--- config.mk ---
export PLATFORM = sky130hd
export DESIGN_NAME = alu_rs_flat
export DESIGN_NICKNAME = d
export VERILOG_FILES = /design/src/rtl/alu_rs_if.sv /design/src/rtl/alu_rs.sv /design/src/flat_wrapper.sv
export SDC_FILE = /design/constraint.sdc
export NUM_CORES = 1
export LEC_CHECK = 0
export ABC_AREA = 1
export BUFFER_PORTS_ARGS = -buffer_cell sky130_fd_sc_hd__buf_2
export CAP_MARGIN = 10
export CORE_UTILIZATION = 45
export CTS_CLUSTER_DIAMETER = 40
export CTS_CLUSTER_SIZE = 16
export DETAILED_ROUTE_END_ITERATION = 6
export GPL_ROUTABILITY_DRIVEN = 0
export SETUP_SLACK_MARGIN = 0.4
export SLEW_MARGIN = 0
export SYNTH_ARGS = -nofsm -noshare
export SYNTH_HDL_FRONTEND = slang
export SYNTH_SLANG_ARGS = --single-unit
--- constraint.sdc ---
create_clock -name clk -period 3.1 [get_ports clk]
set_clock_uncertainty 0.05 [all_clocks]
set_input_delay 0.465 -clock clk [delete_from_list [all_inputs] [get_ports clk]]
set_output_delay 0.465 -clock clk [all_outputs]
set_load 0.005 [all_outputs]
--- src/rtl/alu_rs_if.sv ---
// alu_rs_if: issue, CDB snoop, FU dispatch and writeback signals of the ALU reservation station.
interface alu_rs_if #(parameter int TAG_W = 5);
    logic             issue_valid;
    logic             issue_ready;
    logic [3:0]       issue_ctrl;
    logic [TAG_W-1:0] issue_tag;
    logic [TAG_W-1:0] issue_qj;
    logic [TAG_W-1:0] issue_qk;
    logic [31:0]      issue_vj;
    logic [31:0]      issue_vk;
    logic             cdb_valid;
    logic [TAG_W-1:0] cdb_tag;
    logic [31:0]      cdb_data;
    logic             fu_en;
    logic [3:0]       fu_ctrl;
    logic [31:0]      fu_a;
    logic [31:0]      fu_b;
    logic             fu_finish;
    logic [31:0]      fu_res;
    logic             wb_valid;
    logic [TAG_W-1:0] wb_tag;
    logic [31:0]      wb_data;
    logic             wb_ready;

    modport slave (
        input  issue_valid, issue_ctrl, issue_tag, issue_qj, issue_qk, issue_vj, issue_vk,
        input  cdb_valid, cdb_tag, cdb_data, fu_finish, fu_res, wb_ready,
        output issue_ready, fu_en, fu_ctrl, fu_a, fu_b, wb_valid, wb_tag, wb_data
    );

    modport master (
        output issue_valid, issue_ctrl, issue_tag, issue_qj, issue_qk, issue_vj, issue_vk,
        output cdb_valid, cdb_tag, cdb_data, fu_finish, fu_res, wb_ready,
        input  issue_ready, fu_en, fu_ctrl, fu_a, fu_b, wb_valid, wb_tag, wb_data
    );
endinterface

--- src/rtl/alu_rs.sv ---
// alu_rs: single-FU reservation station with CDB snooping, one-pulse dispatch and a one-entry writeback register.
module alu_rs #(
    parameter int DEPTH = 4,
    parameter int TAG_W = 5
) (
    input logic     clk,
    input logic     rst,
    alu_rs_if.slave bus
);
    localparam int IW = (DEPTH > 1) ? $clog2(DEPTH) : 1;

    typedef enum logic {IDLE, BUSY} state_t;

    typedef struct packed {
        logic             valid;
        logic [3:0]       ctrl;
        logic [TAG_W-1:0] tag;
        logic [TAG_W-1:0] qj;
        logic [TAG_W-1:0] qk;
        logic [31:0]      vj;
        logic [31:0]      vk;
    } entry_t;

    entry_t           ent_q [DEPTH];
    entry_t           ent_d [DEPTH];
    state_t           state_q, state_d;
    logic             fu_en_q, fu_en_d;
    logic [3:0]       fu_ctrl_q, fu_ctrl_d;
    logic [31:0]      fu_a_q, fu_a_d;
    logic [31:0]      fu_b_q, fu_b_d;
    logic [TAG_W-1:0] hold_tag_q, hold_tag_d;
    logic             wb_valid_q, wb_valid_d;
    logic [TAG_W-1:0] wb_tag_q, wb_tag_d;
    logic [31:0]      wb_data_q, wb_data_d;

    logic [IW-1:0] free_idx, sel_idx;
    logic          has_free, has_rdy;
    logic          accept, cdb_hit, dispatch, capture;
    logic          byp_j, byp_k;

    // Downward scan so the last hit is the lowest index.
    always_comb begin
        free_idx = '0;
        sel_idx  = '0;
        has_free = 1'b0;
        has_rdy  = 1'b0;
        for (int i = DEPTH - 1; i >= 0; i--) begin
            if (!ent_q[i].valid) begin
                free_idx = IW'(i);
                has_free = 1'b1;
            end
            if (ent_q[i].valid && ent_q[i].qj == '0 && ent_q[i].qk == '0) begin
                sel_idx = IW'(i);
                has_rdy = 1'b1;
            end
        end
    end

    assign accept   = bus.issue_valid && has_free;
    assign cdb_hit  = bus.cdb_valid && bus.cdb_tag != '0;
    assign byp_j    = cdb_hit && bus.issue_qj == bus.cdb_tag;
    assign byp_k    = cdb_hit && bus.issue_qk == bus.cdb_tag;
    assign dispatch = state_q == IDLE && has_rdy && (!wb_valid_q || bus.wb_ready);
    assign capture  = state_q == BUSY && bus.fu_finish;

    always_comb begin
        for (int i = 0; i < DEPTH; i++) begin
            ent_d[i] = ent_q[i];
            if (cdb_hit && ent_q[i].valid && ent_q[i].qj == bus.cdb_tag) begin
                ent_d[i].qj = '0;
                ent_d[i].vj = bus.cdb_data;
            end
            if (cdb_hit && ent_q[i].valid && ent_q[i].qk == bus.cdb_tag) begin
                ent_d[i].qk = '0;
                ent_d[i].vk = bus.cdb_data;
            end
            if (dispatch && sel_idx == IW'(i))
                ent_d[i].valid = 1'b0;
            if (accept && free_idx == IW'(i)) begin
                ent_d[i].valid = 1'b1;
                ent_d[i].ctrl  = bus.issue_ctrl;
                ent_d[i].tag   = bus.issue_tag;
                ent_d[i].qj    = byp_j ? '0 : bus.issue_qj;
                ent_d[i].vj    = byp_j ? bus.cdb_data : bus.issue_vj;
                ent_d[i].qk    = byp_k ? '0 : bus.issue_qk;
                ent_d[i].vk    = byp_k ? bus.cdb_data : bus.issue_vk;
            end
        end
    end

    always_ff @(posedge clk or negedge rst) begin
        if (!rst)
            state_q <= IDLE;
        else
            state_q <= state_d;
    end

    always_comb begin
        state_d = dispatch ? BUSY : capture ? IDLE : state_q;
    end

    always_comb begin
        fu_en_d    = dispatch;
        fu_ctrl_d  = dispatch ? ent_q[sel_idx].ctrl : fu_ctrl_q;
        fu_a_d     = dispatch ? ent_q[sel_idx].vj : fu_a_q;
        fu_b_d     = dispatch ? ent_q[sel_idx].vk : fu_b_q;
        hold_tag_d = dispatch ? ent_q[sel_idx].tag : hold_tag_q;
        wb_valid_d = capture || (wb_valid_q && !bus.wb_ready);
        wb_tag_d   = capture ? hold_tag_q : wb_tag_q;
        wb_data_d  = capture ? bus.fu_res : wb_data_q;
    end

    always_ff @(posedge clk or negedge rst) begin
        if (!rst) begin
            for (int i = 0; i < DEPTH; i++)
                ent_q[i] <= '0;
            fu_en_q    <= 1'b0;
            fu_ctrl_q  <= '0;
            fu_a_q     <= '0;
            fu_b_q     <= '0;
            hold_tag_q <= '0;
            wb_valid_q <= 1'b0;
            wb_tag_q   <= '0;
            wb_data_q  <= '0;
        end else begin
            for (int i = 0; i < DEPTH; i++)
                ent_q[i] <= ent_d[i];
            fu_en_q    <= fu_en_d;
            fu_ctrl_q  <= fu_ctrl_d;
            fu_a_q     <= fu_a_d;
            fu_b_q     <= fu_b_d;
            hold_tag_q <= hold_tag_d;
            wb_valid_q <= wb_valid_d;
            wb_tag_q   <= wb_tag_d;
            wb_data_q  <= wb_data_d;
        end
    end

    assign bus.issue_ready = has_free;
    assign bus.fu_en       = fu_en_q;
    assign bus.fu_ctrl     = fu_ctrl_q;
    assign bus.fu_a        = fu_a_q;
    assign bus.fu_b        = fu_b_q;
    assign bus.wb_valid    = wb_valid_q;
    assign bus.wb_tag      = wb_tag_q;
    assign bus.wb_data     = wb_data_q;
endmodule

--- src/flat_wrapper.sv ---
// flat-port wrapper written by rule: the top's interface ports become plain ports
module alu_rs_flat 
#(
    parameter int DEPTH = 4,
    parameter int TAG_W = 5
)
  (clk, rst, bus_issue_valid, bus_issue_ctrl, bus_issue_tag, bus_issue_qj, bus_issue_qk, bus_issue_vj, bus_issue_vk, bus_cdb_valid, bus_cdb_tag, bus_cdb_data, bus_fu_finish, bus_fu_res, bus_wb_ready, bus_issue_ready, bus_fu_en, bus_fu_ctrl, bus_fu_a, bus_fu_b, bus_wb_valid, bus_wb_tag, bus_wb_data);
  alu_rs_if #(.TAG_W(TAG_W)) bus_i ();
  input logic clk;
  input logic rst;
  input wire logic [$bits(bus_i.issue_valid)-1:0] bus_issue_valid;
  input wire logic [$bits(bus_i.issue_ctrl)-1:0] bus_issue_ctrl;
  input wire logic [$bits(bus_i.issue_tag)-1:0] bus_issue_tag;
  input wire logic [$bits(bus_i.issue_qj)-1:0] bus_issue_qj;
  input wire logic [$bits(bus_i.issue_qk)-1:0] bus_issue_qk;
  input wire logic [$bits(bus_i.issue_vj)-1:0] bus_issue_vj;
  input wire logic [$bits(bus_i.issue_vk)-1:0] bus_issue_vk;
  input wire logic [$bits(bus_i.cdb_valid)-1:0] bus_cdb_valid;
  input wire logic [$bits(bus_i.cdb_tag)-1:0] bus_cdb_tag;
  input wire logic [$bits(bus_i.cdb_data)-1:0] bus_cdb_data;
  input wire logic [$bits(bus_i.fu_finish)-1:0] bus_fu_finish;
  input wire logic [$bits(bus_i.fu_res)-1:0] bus_fu_res;
  input wire logic [$bits(bus_i.wb_ready)-1:0] bus_wb_ready;
  output wire logic [$bits(bus_i.issue_ready)-1:0] bus_issue_ready;
  output wire logic [$bits(bus_i.fu_en)-1:0] bus_fu_en;
  output wire logic [$bits(bus_i.fu_ctrl)-1:0] bus_fu_ctrl;
  output wire logic [$bits(bus_i.fu_a)-1:0] bus_fu_a;
  output wire logic [$bits(bus_i.fu_b)-1:0] bus_fu_b;
  output wire logic [$bits(bus_i.wb_valid)-1:0] bus_wb_valid;
  output wire logic [$bits(bus_i.wb_tag)-1:0] bus_wb_tag;
  output wire logic [$bits(bus_i.wb_data)-1:0] bus_wb_data;
  assign bus_i.issue_valid = bus_issue_valid;
  assign bus_i.issue_ctrl = bus_issue_ctrl;
  assign bus_i.issue_tag = bus_issue_tag;
  assign bus_i.issue_qj = bus_issue_qj;
  assign bus_i.issue_qk = bus_issue_qk;
  assign bus_i.issue_vj = bus_issue_vj;
  assign bus_i.issue_vk = bus_issue_vk;
  assign bus_i.cdb_valid = bus_cdb_valid;
  assign bus_i.cdb_tag = bus_cdb_tag;
  assign bus_i.cdb_data = bus_cdb_data;
  assign bus_i.fu_finish = bus_fu_finish;
  assign bus_i.fu_res = bus_fu_res;
  assign bus_i.wb_ready = bus_wb_ready;
  assign bus_issue_ready = bus_i.issue_ready;
  assign bus_fu_en = bus_i.fu_en;
  assign bus_fu_ctrl = bus_i.fu_ctrl;
  assign bus_fu_a = bus_i.fu_a;
  assign bus_fu_b = bus_i.fu_b;
  assign bus_wb_valid = bus_i.wb_valid;
  assign bus_wb_tag = bus_i.wb_tag;
  assign bus_wb_data = bus_i.wb_data;
  alu_rs #(.DEPTH(DEPTH), .TAG_W(TAG_W)) u_core (.clk(clk), .rst(rst), .bus(bus_i));
endmodule
=== Word level (Yosys, flattened, before mapping) ===
Index checks and enable logic that the tools add are counted.

* Bitwise logic cells: 2
* Multiplexer cells: 49
* Reduce and logical (&&, ||, !) cells: 64
* Order comparisons: 1
* Eq/ne operators: 16

{| class="wikitable"
|+ Operator list
! operator !! count
|-
| $mux W84 || 4
|-
| $mux W32 || 10
|-
| $bmux W84 S2 || 1
|-
| $mux W83 || 2
|-
| $eq A5 B5 Y1 || 10
|-
| $mux W5 || 10
|-
| $logic_not A5 Y1 || 8
|-
| $logic_and A1 B1 Y1 || 36
|-
| $reduce_bool A2 Y1 || 13
|-
| $mux W2 || 8
|-
| $mux W1 || 14
|-
| $eq A2 B2 Y1 const B || 4
|-
| $reduce_bool A5 Y1 || 1
|-
| $eq A2 B1 Y1 const B || 2
|-
| $logic_not A2 Y1 || 2
|-
| $ge A3 B3 Y1 const B || 1
|-
| $not A2 Y3 || 1
|-
| $logic_not A1 Y1 || 2
|-
| $logic_or A1 B1 Y1 || 2
|-
| $not A1 Y1 || 1
|}

* Output and inout bits: 108
* Flip-flop bits (word level): 449
* Bits of input ports: 158
* Logic and storage cells: 169

=== Logic depth before layout (Yosys ltp) ===
Gate-level depths: netlist (run 1).

* Depth in word-level cells: 12
* Mapped depth: 14
* Gate-level depth less buffers: 12

=== Least setup slack after synthesis (run 1) ===
No wires, ideal clock.

* Kind: input to register
* Start point: in bus_cdb_tag[3]
* End point: reg u_core.ent_q[201] (netlist bit)
* Required time: 2.925 ns
* Buffers on the path: 2
* Stages: 7
* Path slack: 1.266 ns
* Setup time: 0.125 ns
* Arrival time: 1.659 ns
* Cells stage by stage: buf_4 -> xor2_1 -> nor4_4 -> nand2_2 -> buf_2 -> nand3_1 -> nand3_1

* Cells in the longest elaborated chain, start to end: 5
* Elaborated cells between the ends (all ways): 10
* Those cells by class: eq/ne: 2; mux: 2; reduce/logical: 6

{| class="wikitable"
|+ Ends and longest elaborated chain
! element !! line !! RTL
|-
| from (decl) || flat_wrapper.sv:19 || <nowiki>input wire logic [$bits(bus_i.cdb_tag)-1:0] bus_cdb_tag;</nowiki>
|-
| $reduce_bool A5 Y1 || alu_rs.sv:60 || <nowiki>assign cdb_hit = bus.cdb_valid && bus.cdb_tag != '0;</nowiki>
|-
| $logic_and A1 B1 Y1 || alu_rs.sv:60 ||
|-
| $logic_and A1 B1 Y1, on equally long branches || alu_rs.sv:61, alu_rs.sv:69 ||
|-
| $mux W32 / $logic_and A1 B1 Y1 (equally long branches) || alu_rs.sv:84, alu_rs.sv:69 ||
|-
| $mux W84 / $reduce_bool A2 Y1 (equally long branches) || -- ||
|-
| to (signal, indexed assignment) || alu_rs.sv:127 || <nowiki>ent_q[i] <= ent_d[i];</nowiki>
|-
| to (decl) || alu_rs.sv:24 || <nowiki>entry_t ent_q [DEPTH];</nowiki>
|}

Several ways; a longest one is shown, not always the timed one.
A chain may end at the register's enable or synchronous reset.

=== Worst setup path in the final report (run 1) ===
* Start point: reg u_core.ent_q[322] (netlist bit)
* End point: reg u_core.fu_ctrl_q[2], in the netlist u_core.bus.fu_ctrl[2]

* Cells in the longest elaborated chain, start to end: 8
* Elaborated cells between the ends (all ways): 11
* Those cells by class: mux: 5; bitwise: 1; reduce/logical: 5

{| class="wikitable"
|+ Ends and longest elaborated chain
! element !! line !! RTL
|-
| $logic_not A5 Y1 (*) || alu_rs.sv:52 || <nowiki>if (ent_q[i].valid && ent_q[i].qj == '0 && ent_q[i].qk == '0) begin</nowiki>
|-
| $logic_and A1 B1 Y1 (*) (2 in series) || alu_rs.sv:52 ||
|-
| $mux W2 || alu_rs.sv:52 ||
|-
| $not A2 Y3 (implied by the code) || alu_rs.sv:104 || <nowiki>fu_ctrl_d = dispatch ? ent_q[sel_idx].ctrl : fu_ctrl_q;</nowiki>
|-
| $bmux W84 S2 || alu_rs.sv:104 ||
|-
| $mux W83 (implied by the code) (2 in series) || alu_rs.sv:104 ||
|-
| to (signal assigned) || alu_rs.sv:129 || <nowiki>fu_ctrl_q <= fu_ctrl_d;</nowiki>
|-
| to (decl) || alu_rs.sv:28 || <nowiki>logic [3:0] fu_ctrl_q, fu_ctrl_d;</nowiki>
|}

Every way passes the cells marked *; elsewhere a longest branch is shown, timed or not. The select of a mux whose other input is x is not followed.

==> impl_metrics.prom, run 1 <==
# TYPE chip_impl_metric gauge
chip_impl_info{name="result_of_the_run",value="finished clean"} 1
chip_impl_metric{name="synthToLayoutAreaGrowth",unit="%"} 20.5
chip_impl_info{name="cts_tree",value="done"} 1
chip_impl_metric{name="place_hpwl",unit="mm"} 56.0
chip_impl_metric{name="cap_viol_max_count",unit=""} 0
chip_impl_metric{name="design_power_total",unit="mW"} 31.3
chip_impl_metric{name="placementRows",unit=""} 85
chip_impl_info{name="r2r-end",value="u_core.bus.fu_ctrl[2]"} 1
chip_impl_metric{name="pre_cts_ws",unit="ns"} 0.396
chip_impl_metric{name="setup-tns-final",unit="ns"} 0
chip_impl_metric{name="grt_start_max_net_pins",unit=""} 87
chip_impl_metric{name="cp_slowest_stage_delay",unit="ns"} 0.51
chip_impl_metric{name="port_buffers",unit=""} 265
chip_impl_metric{name="floorplan.die.height",unit="µm"} 237
chip_impl_info{name="cell_chain_critical_path",value="inv_1 -> nand2_1 -> nor2_1 -> nand3_4 -> buf_12 -> nand2_4 -> buf_4 -> nand3_1 -> nand3_1 -> nand2_1 -> inv_1"} 1
chip_impl_metric{name="ys_types",unit=""} 36
chip_impl_metric{name="p_per_area",unit="nW/µm²"} 1050
chip_impl_info{name="cts_root_buffer",value="sky130_fd_sc_hd__clkbuf_16"} 1
chip_impl_metric{name="route.detailed.vias_per_inst",unit=""} 6.11
chip_impl_info{name="worst-setup-path-type",value="flip-flop to flip-flop"} 1
chip_impl_metric{name="fmax",unit="MHz"} 387
chip_impl_metric{name="h-tree-depth",unit=""} 3
chip_impl_metric{name="grt.overflow.total",unit=""} 0
chip_impl_metric{name="num-nets-final",unit=""} 3488
chip_impl_metric{name="critical_path_arrival",unit="ns"} 3.09
chip_impl_metric{name="cp_max_fo",unit=""} 86
chip_impl_metric{name="die_w",unit="µm"} 237
chip_impl_info{name="crit_path_start_kind",value="flip-flop"} 1
chip_impl_metric{name="fin_util",unit="%"} 55.2
chip_impl_metric{name="critPathRequiredTime",unit="ns"} 3.61
chip_impl_metric{name="final_max_slew_violation_count",unit=""} 0
chip_impl_metric{name="period_minus_slack",unit="ns"} 2.58
chip_impl_metric{name="ant_nets",unit=""} 0
chip_impl_metric{name="syn_avg_cell_area",unit="µm²"} 7.81
chip_impl_metric{name="synth-seq-cells",unit=""} 449
chip_impl_metric{name="routed_wl",unit="mm"} 95.4
chip_impl_metric{name="floorplan.core_area",unit="µm²"} 54100
chip_impl_metric{name="grt_usage",unit="%"} 33.8
chip_impl_info{name="whs_endpoint",value="u_core.bus.wb_data[0]"} 1
chip_impl_metric{name="power.ir.vdd_worst",unit="mV"} 0.484
chip_impl_metric{name="routed_wire_length_per_instance",unit="µm"} 23.3
chip_impl_metric{name="post_synth_top_area_share",unit="%"} 45.3
chip_impl_metric{name="min_period_over_period",unit="%"} 83.3
chip_impl_metric{name="detail_route.drc_violations",unit=""} 0
chip_impl_info{name="hold_path_startpoint",value="bus_fu_res[0]"} 1
chip_impl_info{name="cp_slowest_cell",value="sky130_fd_sc_hd__nand2_4"} 1
chip_impl_metric{name="max_slew_margin",unit="%"} 32.9
chip_impl_metric{name="hold_viol",unit=""} 0
chip_impl_metric{name="synth.cell_area",unit="µm²"} 24800
chip_impl_metric{name="grt_first_pass_wirelength",unit="mm"} 147
chip_impl_metric{name="detailroute.via_count",unit=""} 25000
chip_impl_metric{name="worst_hold_slack",unit="ns"} 0.0317
chip_impl_metric{name="initial_core_util",unit="%"} 45.9
chip_impl_metric{name="cts_buffer_depth",unit=""} 3
chip_impl_metric{name="ff2ff_setup_slack",unit="ns"} 0.52
chip_impl_metric{name="synth_nets",unit=""} 3338
chip_impl_metric{name="post_cts_setup_buffer_count",unit=""} 0
chip_impl_metric{name="drt_iter0_drc",unit=""} 2849
chip_impl_metric{name="worstMarginPinSlew",unit="ns"} 1.01
chip_impl_metric{name="setup_slack",unit="ns"} 0.516
chip_impl_metric{name="setup_violations",unit=""} 0
chip_impl_metric{name="syn_inst",unit=""} 3180
chip_impl_info{name="rsz0062_at_grt",value="false"} 1
chip_impl_metric{name="clk_transition_reported_paths",unit="ns"} 0.05
chip_impl_info{name="worstHoldPathType",value="input port to flip-flop"} 1
chip_impl_info{name="critPathTopFamily",value="simple AND/OR/NAND/NOR gates"} 1
chip_impl_info{name="post_synth_main_area_contributors",value="sky130_fd_sc_hd__dfrtp_1 45%, sky130_fd_sc_hd__nand3_1 13%, sky130_fd_sc_hd__nand2_1 9.3%"} 1
chip_impl_metric{name="post_route_cells_drive_above_1_share",unit="%"} 19.4
chip_impl_metric{name="worst_skew_pair_later_pin_latency",unit="ns"} 0.62
chip_impl_info{name="endpoint_kind",value="flip-flop"} 1
chip_impl_metric{name="ios",unit=""} 266
chip_impl_metric{name="number_of_search_and_repair_iterations_in_the_first_detailed_routing_pass",unit=""} 5
chip_impl_metric{name="die_area",unit="µm²"} 56100
chip_impl_metric{name="yosysWarnings",unit=""} 0
chip_impl_metric{name="antenna_found_initial",unit=""} 2
chip_impl_metric{name="numCtsBuffers",unit=""} 86
chip_impl_metric{name="number_of_global_route_vias_before_repair",unit=""} 24600
chip_impl_metric{name="reported_leakage_power",unit="nW"} 14.7
chip_impl_metric{name="critPathBufInv",unit=""} 4
chip_impl_metric{name="worst-r2r-cell-count",unit=""} 11
chip_impl_info{name="synthDominantAreaCellType",value="sky130_fd_sc_hd__dfrtp_1"} 1
chip_impl_metric{name="synth.yosys.seq_area_share",unit="%"} 45.3
chip_impl_metric{name="clock-sinks",unit=""} 449
chip_impl_metric{name="min_path_cells",unit=""} 2
chip_impl_info{name="r2r-start",value="u_core.ent_q[322]"} 1
-- report_power, final --
part / switching (mW) / internal (mW)
clock network: 3.37 / 6.32
registers: 1.49 / 8.73
logic: 7.24 / 4.19
total: 12.1 / 19.2
-- cells in the final DEF (no fill, tap or decap), types with 24 or more instances in the layout --
cell / n
sky130_fd_sc_hd__buf_12: 27
sky130_fd_sc_hd__nor3_1: 66
sky130_fd_sc_hd__buf_4: 65
sky130_fd_sc_hd__nand4_1: 318
sky130_fd_sc_hd__inv_1: 296
sky130_fd_sc_hd__clkbuf_16: 89
sky130_fd_sc_hd__or2_1: 34
sky130_fd_sc_hd__dfrtp_1: 449
sky130_fd_sc_hd__xnor2_1: 27
sky130_fd_sc_hd__nand3_1: 634
sky130_fd_sc_hd__nand2_1: 599
sky130_fd_sc_hd__o21ai_0: 50
sky130_fd_sc_hd__mux2_2: 32
sky130_fd_sc_hd__or2_2: 24
sky130_fd_sc_hd__o21ai_1: 27
sky130_fd_sc_hd__nor2_1: 89
sky130_fd_sc_hd__o21ai_2: 44
sky130_fd_sc_hd__o22ai_1: 93
sky130_fd_sc_hd__buf_2: 264
-- worst reg2reg max path, delay by kind of cell, from the launching register on --
family                 cells  cell delay (ns)
and+or+nand+nor            7             1.31
DFF                        1             0.39
buffers and inverters      4             0.78
-- what timing repair did --
item                       4_1_cts  5_1_grt
hold buffers                     2        0
setup endpoints to repair        0       51
hold endpoints to repair        58        0
resized for setup                0        6
-- registers in the layout, summed over array words and instances (netlist names), 4 cells and up --
name and cells:
u_core.bus.fu_b 32, u_core.bus.wb_data 32, u_core.bus.fu_a 32, u_core.bus.wb_tag 5, u_core.ent_q 336, u_core.bus.fu_ctrl 4
u_core.hold_tag_q 5
-- cells by family after synthesis --
group                     share of synthesized area (%)
and+or+nand+nor                                    35.7
xor gates and xnor gates                           1.76
buffers and inverters                              10.2
DFF                                                45.3
AOI/OAI and AO/OA                                  5.69
muxes                                              1.45
-- cells in the mapped netlist, drive strengths merged --
master and count:
nand3 637, nand2 621, dfrtp 449, nand4 318, inv 304, buf 165, clkbuf 133, o21ai 121
nor2 94, o22ai 93, nor3 73, or2 68, mux2 32, xnor2 27, xor2 23, nor3b 10
nor4 3, o211ai 3, a21oi 2, o31ai 2, clkinv 1, o21bai 1
-- final cells by class --
| type | count | area (µm²) |
|---|---|---|
| tap | 696 | 871 |
| timing repair buffer | 360 | 2410 |
| sequential | 449 | 11200 |
| antenna | 2 | 5.00 |
| fill | 5005 | 24200 |
| inverter | 305 | 1150 |
| clock buffer | 101 | 2330 |
| multi-input combinational | 2128 | 11200 |
| clock inverter | 54 | 653 |
-- per-stage QoR --
stage                     area [µm²]  cells
after global routing           29900   4094
after floorplan                24800   3180
final                          29900   4095
after detailed placement       26900   3936
after CTS                      29900   4093
after global placement         26900   3936
-- layer usage --
metal | vias up | wire length, µm | track usage (%)
met4 | 0 | 5060 | 17.5
met1 | 12000 | 36800 | 43.4
li1 | 11100 | - | -
met2 | 1576 | 43100 | 53.3
met3 | 343 | 10400 | 7.82
met5 | - | 0 | 0
-- how the worst max path moves through the flow --
stage	startpoint	endpoint	depth (start not counted)
after CTS	u_core.ent_q[150]	u_core.bus.fu_b[18]	11
after detailed placement	bus_cdb_tag[2]	u_core.ent_q[177]	8
after global placement	bus_cdb_tag[2]	u_core.ent_q[115]	11
after global routing	u_core.ent_q[154]	u_core.bus.fu_a[28]	13
after floorplan	bus_cdb_tag[3]	u_core.ent_q[201]	7
final	u_core.ent_q[322]	u_core.bus.fu_ctrl[2]	11
(Power assumes the default switching activity.)
==> run 2, diff against run 1 <==
ABC_AREA = 0   (was 1)
clock period = 2.4 ns   (was 3.1 ns; I/O delays follow)
==> run 2 against run 1 <==
Against the previous run: the flow now finishes with violations (DRC); synthesized cell count is 40% lower; maximum frequency grew 19%; sequential share of layout area up 2.4 points; utilization grew 8.1 points; worst setup slack got worse by 0.28 ns; count of clock-buffer cells in the layout down 19; critical path depth shrank 3; largest power group unchanged.
==> impl_metrics.prom, run 2 <==
# TYPE chip_impl_metric gauge
chip_impl_info{name="result_of_the_run",value="finished with violations"} 1
chip_impl_info{name="failing_checks",value="DRC"} 1
chip_impl_metric{name="place_hpwl",unit="mm"} 44.2
chip_impl_metric{name="detailroute.via_count",unit=""} 19100
chip_impl_metric{name="number_of_search_and_repair_iterations_in_the_first_detailed_routing_pass",unit=""} 7
chip_impl_metric{name="worst_skew_pair_later_pin_latency",unit="ns"} 0.59
chip_impl_metric{name="cp_slowest_stage_delay",unit="ns"} 0.44
chip_impl_metric{name="floorplan.die.height",unit="µm"} 215
chip_impl_metric{name="period_minus_slack",unit="ns"} 2.16
chip_impl_metric{name="power.ir.vdd_worst",unit="mV"} 0.674
chip_impl_metric{name="grt_start_max_net_pins",unit=""} 77
chip_impl_info{name="max_flop_register",value="u_core.ent_q"} 1
chip_impl_info{name="worstHoldPathType",value="input port to flip-flop"} 1
chip_impl_info{name="synthDominantAreaCellType",value="sky130_fd_sc_hd__dfrtp_1"} 1
chip_impl_metric{name="cp_max_fo",unit=""} 5
chip_impl_metric{name="cts_buffer_depth",unit=""} 3
chip_impl_metric{name="number_of_enable_type_register_cells_in_the_synthesized_netlist",unit=""} 0
chip_impl_info{name="cp_slowest_cell",value="sky130_fd_sc_hd__dfrtp_2"} 1
chip_impl_info{name="worst-setup-path-type",value="flip-flop to flip-flop"} 1
chip_impl_metric{name="final_max_slew_violation_count",unit=""} 0
chip_impl_metric{name="reported_leakage_power",unit="nW"} 12.4
chip_impl_metric{name="syn_inst",unit=""} 1915
chip_impl_metric{name="final.fill_count",unit=""} 3481
chip_impl_info{name="endpoint_kind",value="flip-flop"} 1
chip_impl_metric{name="setup-tns-final",unit="ns"} 0
chip_impl_metric{name="drt_iter0_drc",unit=""} 2727
chip_impl_metric{name="synthArstFlopShare",unit="%"} 100
chip_impl_metric{name="cap_viol_max_count",unit=""} 0
chip_impl_metric{name="grt.overflow.total",unit=""} 0
chip_impl_metric{name="ios",unit=""} 266
chip_impl_metric{name="num-nets-final",unit=""} 2473
chip_impl_metric{name="setup_violations",unit=""} 0
chip_impl_metric{name="synth.cell_area",unit="µm²"} 20300
chip_impl_info{name="synth-main-ff-cell",value="sky130_fd_sc_hd__dfrtp_1"} 1
chip_impl_metric{name="design_power_total",unit="mW"} 39.2
chip_impl_metric{name="setup_slack",unit="ns"} 0.238
chip_impl_info{name="crit_path_start_kind",value="flip-flop"} 1
chip_impl_metric{name="numCtsBuffers",unit=""} 67
chip_impl_metric{name="synthToLayoutAreaGrowth",unit="%"} 38.3
chip_impl_metric{name="synth-seq-cells",unit=""} 449
chip_impl_metric{name="postLayoutCellArea",unit="µm²"} 28100
chip_impl_metric{name="final_cell_count_no_fill",unit=""} 2959
chip_impl_metric{name="detail_route.drc_violations",unit=""} 1
chip_impl_metric{name="max_ffs_per_register",unit=""} 336
chip_impl_metric{name="p_per_area",unit="nW/µm²"} 1390
chip_impl_metric{name="post_dp_cell_area",unit="µm²"} 23300
chip_impl_metric{name="cell_count_post_placement",unit=""} 2718
chip_impl_metric{name="min_period_over_period",unit="%"} 90.1
chip_impl_metric{name="critPathRequiredTime",unit="ns"} 2.85
chip_impl_metric{name="post_synth_top_area_share",unit="%"} 55.2
chip_impl_metric{name="routed_wire_length_per_instance",unit="µm"} 27.8
chip_impl_info{name="cts_root_buffer",value="sky130_fd_sc_hd__clkbuf_16"} 1
chip_impl_metric{name="h-tree-depth",unit=""} 3
chip_impl_metric{name="die_w",unit="µm"} 215
chip_impl_metric{name="floorplan.core_area",unit="µm²"} 44400
chip_impl_info{name="post_synth_main_area_contributors",value="sky130_fd_sc_hd__dfrtp_1 55%, sky130_fd_sc_hd__o221a_1 6.6%, sky130_fd_sc_hd__o22ai_1 5.2%"} 1
chip_impl_info{name="final_common_cell",value="sky130_fd_sc_hd__dfrtp_1"} 1
chip_impl_metric{name="synth.yosys.seq_area_share",unit="%"} 55.2
chip_impl_metric{name="number_of_global_route_vias_before_repair",unit=""} 19100
chip_impl_metric{name="routed_wl",unit="mm"} 82.4
chip_impl_metric{name="placementRows",unit=""} 77
chip_impl_metric{name="syn_avg_cell_area",unit="µm²"} 10.6
chip_impl_info{name="rsz0062_at_grt",value="true"} 1
chip_impl_metric{name="grt_first_pass_wirelength",unit="mm"} 117
chip_impl_metric{name="clock-sinks",unit=""} 449
chip_impl_metric{name="grt_usage",unit="%"} 33.7
chip_impl_metric{name="port_buffers",unit=""} 265
chip_impl_metric{name="critical_path_arrival",unit="ns"} 2.61
chip_impl_metric{name="post_route_cells_drive_above_1_share",unit="%"} 30.9
chip_impl_info{name="most_frequent_cells_in_the_layout",value="444 x sky130_fd_sc_hd__dfrtp_1, 264 x sky130_fd_sc_hd__buf_2, 248 x sky130_fd_sc_hd__nand2_1, 199 x sky130_fd_sc_hd__a21oi_1, 168 x sky130_fd_sc_hd__o22ai_1"} 1
chip_impl_metric{name="yosysWarnings",unit=""} 0
chip_impl_metric{name="antenna_found_initial",unit=""} 7
chip_impl_info{name="synth_top_cells_by_count",value="449 x sky130_fd_sc_hd__dfrtp_1, 256 x sky130_fd_sc_hd__nand2_1, 201 x sky130_fd_sc_hd__a21oi_1, 168 x sky130_fd_sc_hd__o22ai_1, 130 x sky130_fd_sc_hd__nand2b_1"} 1
chip_impl_metric{name="hold_viol",unit=""} 0
chip_impl_metric{name="pre_cts_ws",unit="ns"} 0.0183
chip_impl_metric{name="clk_transition_reported_paths",unit="ns"} 0.06
chip_impl_metric{name="ant_nets",unit=""} 0
chip_impl_metric{name="ys_types",unit=""} 45
chip_impl_metric{name="synth_nets",unit=""} 2073
chip_impl_info{name="yosysMostFrequentCell",value="sky130_fd_sc_hd__dfrtp_1"} 1
chip_impl_metric{name="fmax",unit="MHz"} 462
chip_impl_metric{name="route.detailed.vias_per_inst",unit=""} 6.47
chip_impl_metric{name="initial_core_util",unit="%"} 45.8
chip_impl_info{name="cts_tree",value="done"} 1
chip_impl_metric{name="worstMarginPinSlew",unit="ns"} 0.640
chip_impl_info{name="cell_chain_critical_path",value="nor4_4 -> buf_4 -> nand3_4 -> buf_6 -> a41o_4 -> buf_12 -> clkbuf_16 -> a32oi_1"} 1
chip_impl_metric{name="die_area",unit="µm²"} 46100
chip_impl_metric{name="max_slew_margin",unit="%"} 57.3
## run 2: cell count changes in the layout (fill, tap and decap cells not counted), moves of 41 or more
cell | previous run | this run
sky130_fd_sc_hd__a21oi_1 | 1 | 199
sky130_fd_sc_hd__a32oi_1 | 0 | 43
sky130_fd_sc_hd__dlygate4sd3_1 | 2 | 43
sky130_fd_sc_hd__inv_1 | 296 | 107
sky130_fd_sc_hd__nand2_1 | 599 | 248
sky130_fd_sc_hd__nand2b_1 | 0 | 130
sky130_fd_sc_hd__nand3_1 | 634 | 8
sky130_fd_sc_hd__nand4_1 | 318 | 1
sky130_fd_sc_hd__nor2_1 | 89 | 1
sky130_fd_sc_hd__nor3_1 | 66 | 6
sky130_fd_sc_hd__o21ai_0 | 50 | 8
sky130_fd_sc_hd__o21ai_2 | 44 | 0
sky130_fd_sc_hd__o221a_1 | 0 | 120
sky130_fd_sc_hd__o22ai_1 | 93 | 168
## run 2: layout make-up
class | instances | area (µm²) | share of cell area, %
Timing Repair Buffer | 487 | 4480 | 15.9
Tap cell | 592 | 741 | 2.63
Inverter | 107 | 402 | 1.43
Sequential cell | 449 | 11200 | 39.9
Antenna cell | 3 | 7.51 | 0.0267
Clock buffer | 82 | 1830 | 6.52
Clock inverter | 36 | 357 | 1.27
Multi-Input combinational cell | 1203 | 9080 | 32.3
## run 2: final timing paths
kind | startpoint | to | slack, ns | depth (start not counted)
setup / recovery | u_core.ent_q[157] | u_core.bus.fu_b[1] | 0.24 | 8
hold reg to reg | u_core.ent_q[329] | u_core.ent_q[329] | 0.43 | 2
max in group asynchronous | rst | u_core.ent_q[130] | 1.31 | 3
hold / removal | bus_issue_vk[13] | u_core.ent_q[97] | 0.06 | 2
setup reg to reg | u_core.ent_q[157] | u_core.bus.fu_b[1] | 0.24 | 8
min in group asynchronous | rst | u_core.bus.wb_data[12] | 0.22 | 2
## run 2: where the power goes
group	switching [mW]	total [mW]	internal [mW]
sequential	2.52	13.7	11.2
combinational	8.28	15.9	7.61
clock	3.86	9.63	5.77
total	14.7	39.2	24.6
## run 2: metrics by stage
step / util (%) / hold WS, ns
global placement: 52.4 / 0.221
detailed placement: 52.4 / 0.219
finish: 63.4 / 0.0610
global route: 63.4 / 0.0570
floorplan: - / 0.0144
CTS: 60.1 / 0.0192
## run 2: metal layers
layer / vias to the layer above / part of all wire, % / GRT usage, %
li1: 7942 / - / -
met1: 9584 / 39 / 44.8
met2: 1344 / 45 / 52.1
met3: 264 / 11 / 8.21
met4: 8 / 4.6 / 15.3
met5: - / 0.058 / 0
## run 2: timing repair
action	in CTS	in global routing
pin swaps	17	40
hold endpoints to repair	188	0
hold buffers	43	0
endpoints found under the setup margin	332	239
resized for setup	55	109
setup buffers	22	23
gates cloned	10	22
## run 2: worst max-delay path, delay by kind of cell, from the launching register on
family,cells,cell delay (ns)
AND/OR/NAND/NOR,2,0.41
flip-flops,1,0.44
buffers and inverters,4,0.66
AO/OA/AOI/OAI,2,0.51
## run 2: cell families after synthesis
| logic type | count (synthesis) | share of synthesized area [%] |
|---|---|---|
| flops | 449 | 55.2 |
| buf+inv | 264 | 5.32 |
| mux | 32 | 1.77 |
| xor+xnor | 50 | 2.15 |
| compound gates | 680 | 25.1 |
| simple gates | 440 | 10.5 |
